<file path="config.mk">
export PLATFORM = sky130hd
export DESIGN_NAME = demux_stream_n
export DESIGN_NICKNAME = d
export VERILOG_FILES = /design/src/rtl/demux_stream_n.sv
export SDC_FILE = /design/constraint.sdc
export NUM_CORES = 1
export LEC_CHECK = 0
export ABC_AREA = 1
export BUFFER_PORTS_ARGS = -buffer_cell sky130_fd_sc_hd__clkbuf_2
export CAP_MARGIN = 20
export CORE_UTILIZATION = 45
export DETAILED_ROUTE_END_ITERATION = 8
export MAX_ROUTING_LAYER = met4
export PLACE_DENSITY_LB_ADDON = 0.2
export SLEW_MARGIN = 20
export SYNTH_ARGS = -nofsm -noshare
export SYNTH_HDL_FRONTEND = slang
export SYNTH_HIERARCHICAL = 1
export SYNTH_SLANG_ARGS = --single-unit
</file>
<file path="constraint.sdc">
create_clock -name clk -period 1.85 [get_ports clk]
set_clock_uncertainty 0.05 [all_clocks]
set_input_delay 0.185 -clock clk [delete_from_list [all_inputs] [get_ports clk]]
set_output_delay 0.185 -clock clk [all_outputs]
set_load 0.1 [all_outputs]
</file>
<file path="src/rtl/demux_stream_n.sv">
// Registered 1-to-N stream demux with per-channel one-deep output registers,
// broadcast mode and a saturating counter of words dropped on invalid select.

module demux_stream_chan #(
    parameter int W = 8
) (
    input  logic         clk,
    input  logic         rst_n,
    input  logic         load,
    input  logic [W-1:0] din,
    input  logic         pop,
    output logic [W-1:0] data,
    output logic         valid,
    output logic         free
);
    // A load wins over a pop so a same-cycle pop/push keeps the channel full.
    always_ff @(posedge clk or negedge rst_n) begin
        if (!rst_n) begin
            valid <= 1'b0;
            data  <= '0;
        end else if (load) begin
            valid <= 1'b1;
            data  <= din;
        end else if (valid && pop) begin
            valid <= 1'b0;
        end
    end

    assign free = ~valid | pop;
endmodule

module demux_stream_n #(
    parameter int N  = 4,
    parameter int W  = 8,
    parameter int CW = 8,
    localparam int SW = (N <= 2) ? 1 : $clog2(N)
) (
    input  logic           clk,
    input  logic           rst_n,
    input  logic [W-1:0]   in_data,
    input  logic [SW-1:0]  in_sel,
    input  logic           in_bcast,
    input  logic           in_valid,
    output logic           in_ready,
    output logic [N*W-1:0] out_data,
    output logic [N-1:0]   out_valid,
    input  logic [N-1:0]   out_ready,
    output logic [CW-1:0]  drop_cnt
);
    localparam int NS = 1 << SW;
    localparam logic [SW:0] NV = (SW + 1)'(N);

    logic [N-1:0]  free;
    logic [N-1:0]  load;
    logic [NS-1:0] free_ext;
    logic          sel_ok;
    logic          accept;
    logic          drop;

    // Select codes past N-1 read as free so out-of-range words are always taken and dropped.
    always_comb begin
        free_ext        = '1;
        free_ext[N-1:0] = free;
    end

    assign sel_ok   = {1'b0, in_sel} < NV;
    assign in_ready = in_bcast ? &free : free_ext[in_sel];
    assign accept   = in_valid & in_ready;
    assign drop     = accept & ~in_bcast & ~sel_ok;

    for (genvar i = 0; i < N; i++) begin : g_chan
        assign load[i] = accept & (in_bcast | (in_sel == SW'(i)));

        demux_stream_chan #(.W(W)) u_chan (
            .clk   (clk),
            .rst_n (rst_n),
            .load  (load[i]),
            .din   (in_data),
            .pop   (out_ready[i]),
            .data  (out_data[i*W +: W]),
            .valid (out_valid[i]),
            .free  (free[i])
        );
    end

    always_ff @(posedge clk or negedge rst_n) begin
        if (!rst_n)
            drop_cnt <= '0;
        else if (drop && drop_cnt != '1)
            drop_cnt <= drop_cnt + 1'b1;
    end
endmodule

</file>
======== Word-level counts from Yosys, hierarchy flattened ========
Cells that the tools add are included.
cells by class
  multiply operators ...................... 0
  shift-type cells ........................ 0
  div/mod/pow operators ................... 0
  $lt $le $gt $ge ......................... 1
  bitwise operators ....................... 17
  eq/ne operators ......................... 3
  add/sub/neg operators ................... 0
  multiplexer cells ....................... 11
  reductions and logical operators ........ 10
operators by type and width
  kind                                                                          count
  1-bit 2-to-1 mux                                                              10
  1-bit bitwise OR                                                              8
  2-bit nonzero test                                                            4
  1-bit AND                                                                     5
  2-bit equality test, second input constant                                    2
  1-bit logical AND                                                             4
  1-bit inverter                                                                4
  4-bit AND reduction                                                           1
  2-bit by 3-bit less-than comparator with 1-bit output, second input constant  1
  1-bit binary-select mux with 2-bit select                                     1
  2-bit by 1-bit equality test with 1-bit output, second input constant         1
  2-bit logical NOT                                                             1
word-level totals
  bits in read-only memories .............. 0
  input port bits ......................... 18
  register bits after elaboration ......... 36
  output and inout port bits .............. 45
  memory bits (writable) .................. 0
  latch bits .............................. 0
  logic and storage cells ................. 50
  memories ................................ 0

======== Logic depth before layout (Yosys ltp) ========
  depth after elaboration ................. 8
  depth in mapped cells ................... 12
  mapped depth without buffers ............ 11

======== By module ========
Netlist, hierarchy kept.
by module, submodules not included
  module             cells an instance  times used  area each (um^2)  seq. area each (um^2)
  demux_stream_chan  38                 4           341.6             225.2
  demux_stream_n     35                 1           187.7             0.0

======== Worst setup path before layout ========
OpenSTA, ideal clock, no wires.
  path kind ............................... register to output
  start point ............................. register g_chan[3].u_chan.valid
  end point ............................... output port in_ready
  stages on the path, launching flop included .. 7
  data required time ...................... 1.615 ns
  arrival time ............................ 2.014 ns
  path buffers ............................ 0
  slack ................................... -0.399 ns
  cell sequence ........................... dfrtp_1 nand2_1 nand2_1 nor2_1 nand3_1 nand2_1 and2_1
on the way
  longest elaborated chain between the ends .. 5
ends and longest elaborated chain
  item                                       line  source
  start: declaration                         13    output logic valid,
  start signal: assignment                   19    valid <= 1'b0;
  start signal: assignment                   22    valid <= 1'b1;
  start signal: assignment                   25    valid <= 1'b0;
  1-bit inverter *                           29    assign free = ~valid | pop;
  1-bit bitwise OR *                         29
  via free[3]                                53    logic [N-1:0] free;
  1-bit binary-select mux with 2-bit select  67    assign in_ready = in_bcast ? &free : free_ext[in_sel];
  1-bit 2-to-1 mux (not written as such)     67
  1-bit 2-to-1 mux *                         67
  end: declaration                           44    output logic in_ready,
The timed path passes the listed nets; every way through them passes the cells marked *. The select of a mux whose other input is x is not followed.

======== Final worst setup path ========
  start point ............................. register g_chan[2].u_chan.valid
  end point ............................... output port in_ready
on the way
  longest elaborated chain between the ends .. 5
ends and longest elaborated chain
  item                                       line
  start: declaration                         13
  start signal: assignment                   19
  start signal: assignment                   22
  start signal: assignment                   25
  1-bit inverter *                           29
  1-bit bitwise OR *                         29
  via free[2]                                53
  1-bit binary-select mux with 2-bit select  67
  1-bit 2-to-1 mux (not written as such)     67
  1-bit 2-to-1 mux *                         67
Marked as above.

==> run_results.csv <==
group,metric,value,unit
die,die_w,60.8,um
sta,drv_slew,0,
power,p_total,3.64,mW
power,clockPowerShare,0.128,
synthesis,synth_warnings,6,
power,power.leakage,1.20,nW
cts,cts-buffers-inserted,5,
min_path,worstHoldPathType,"in2reg",
critical_path,cp-start-kind,"flop",
synthesis,synth_area_per_cell,8.31,um2
route,totalWireLength,3.35,mm
placed_design,routabilityCongestion,0.805,
final_layout,areaGrowthSynthToFinish,25.5,%
cts,clk_pin_slew,0.10,ns
final_layout,instances_no_fill,294,
power,comb_power_share,0.571,
cts,clock_latency,0.34,ns
grt,grt_pass1_vias,1211,
synthesis,synth-seq-cells,36,
outcome,outcome,"finished, final reports clean",
critical_path,path_cells,"nand2_1, nand2_1, nor2_1, nand3_1, nand2_2, and2_4, buf_12",
sta,tightest_slew,0.555,ns
route,drt_iter0_markers,70,
sta,hold_viol_final,0,
synthesis,yosysSeqAreaShare,0.580,
critical_path,crit_top_cell,"nand2_1",
synthesis,ys_types,13,
route,firstDrtPassIters,4,
synthesis,syn_area,1550,um2
critical_path,cp_max_fo,3,
die,dieArea,3690,um2
die,die-height,60.8,um
sta,period_needed,1.77,ns
power,p_sw,2.19,mW
placed_design,hpwlAfterDp,2.45,mm
die,pin_count,63,
cts,cts_max_level,2,
sta,hold_slack,0.0361,ns
cts,cts_tree,"built",
critical_path,cp_data_required_time,1.62,ns
run,cap_violations,0,
grt,grt_usage,0.215,
final_layout,nNetsFinal,268,
power,swShare,0.601,
sta,setup_violations,0,
route,ant_nets,0,
grt,grt_max_degree,37,
placed_design,dpl.cell_count,285,
critical_path,crit_type,"reg2out",
route,vias,1335,
die,row_count,20,
final_layout,drive_gt1_frac,0.328,
grt,grt_pass1_wl,5.33,mm
placed_design,io_buffers,54,
power,p_seq_frac,0.301,
critical_path,crit_slowest_cell,"dfrtp_2",
critical_path,end_kind,"output pin",
die,initial_core_util,0.493,
power,peakVddDrop,1.01,mV
final_layout,diodes,0,
route,wl_per_cell,11.4,um
die,core,3150,um2
grt,overflow,0,
critical_path,max_stage_delay,0.41,ns
sta,fmax,0.564,GHz
route,viasPerCell,4.54,
grt,antenna_found_initial,0,
synthesis,syn_inst,187,
cts,cts_root_buffer,"clkbuf_4",
power,p_int,1.45,mW
critical_path,worstPathArrival,1.54,ns
sta,finalCritPeriodShare,0.959,
power,power.density,1870,nW/um2
cts,clockBufferDepth,2,
cts,clkSinkCount,36,
route,drc,0,
sta,slew_headroom,0.631,
==> power groups by stage <==
stage	sequential, mW	combinational (mW)	clock (mW)
after floorplan	2.53	0.334	0
after global placement	1.11	2.06	0
after detailed placement	1.11	2.08	0
after CTS	1.09	2.08	0.476
after global routing	1.12	2.16	0.504
final	1.10	2.08	0.465
==> layer usage <==
layer | vias up | track usage | part of all wire
li1 | 669 | - | -
met1 | 613 | 0.261 | 0.46
met2 | 46 | 0.336 | 0.47
met3 | 7 | 0.0448 | 0.052
met4 | 0 | 0.117 | 0.019
met5 | - | - | 0
==> final timing paths <==
path	start	to	slack [ns]	cells past startpoint
hold reg to reg	g_chan[1].u_chan/data[0]	g_chan[1].u_chan/data[0]	0.43	2
hold / removal	out_ready[1]	g_chan[1].u_chan/valid	0.04	4
setup reg to reg	g_chan[2].u_chan/valid	g_chan[2].u_chan/data[5]	0.17	10
setup / recovery	g_chan[2].u_chan/valid	in_ready	0.08	7
min in group asynchronous	rst_n	g_chan[3].u_chan/data[4]	0.35	3
max in group asynchronous	rst_n	g_chan[2].u_chan/valid	1.08	3
==> worst max-delay path, delay by kind of cell, from the launching register on <==
| kind | cells | cell delay, ns |
|---|---|---|
| DFF | 1 | 0.41 |
| buffers and inverters | 1 | 0.16 |
| and+or+nand+nor | 6 | 0.61 |
==> what timing repair did <==
item / 4_1_cts / 5_1_grt
endpoints found under the setup margin: 0 / 5
buffers inserted: 0 / 1
hold buffers: 1 / 0
endpoints found under the hold margin: 36 / 0
gates resized for setup: 0 / 4
==> cells in the mapped netlist <==
library cell    n  area (um2)
dfrtp_1        36         901
nand2_1       111         417
o21ai_2         1        8.76
buf_6           4        45.0
a21oi_1         3        15.0
nand3_1         2        10.0
buf_4           8        60.1
and2_1          1        6.26
inv_2           4        15.0
nor2_1          5        18.8
inv_1           9        33.8
conb_1          1        3.75
nand3_2         2        20.0
==> kinds of logic (layout without fill, tap and decap cells) <==
family | Yosys count | count (layout) | share of synthesized area
simple gates | 121 | 121 | 0.304
flops | 36 | 36 | 0.580
buf+inv | 25 | 81 | 0.0990
compound gates | 4 | 4 | 0.0153
other cells | 1 | 8 | 0.00241
==> state kept, by name, summed over array words and instances, names as in the netlist <==
register and count:
g_chan.u_chan/data 32, g_chan.u_chan/valid 4
==> layout by cell type (no fill, tap or decap), drive strengths merged <==
cell type	synthesis	layout
a21oi	3	3
and2	1	1
buf	12	7
clkbuf	0	60
conb	1	8
dfrtp	36	36
dlygate4sd3	0	1
inv	13	13
nand2	111	111
nand3	4	4
nor2	5	5
o21ai	1	1
==> per-stage QoR <==
stage | util | cell area [um2] | TNS (ns) | worst slack (ns)
after detailed placement | 0.590 | 1860 | 0 | 0.219
after global placement | 0.590 | 1860 | 0 | 0.266
final | 0.619 | 1950 | 0 | 0.0763
after global routing | 0.619 | 1950 | -0.0173 | -0.0173
after CTS | 0.613 | 1930 | 0 | 0.0513
after floorplan | - | 1590 | 0 | 0.0922
==> area by class of cell <==
class                      count  area (um2)
multi-input combinational    133         536
clock buffer                   7        65.1
sequential                    36         906
fill                         306        1200
inverter                      13        48.8
timing repair buffer          61         340
tap                           44        55.1
Note: power is estimated with default switching activity, not from simulation.
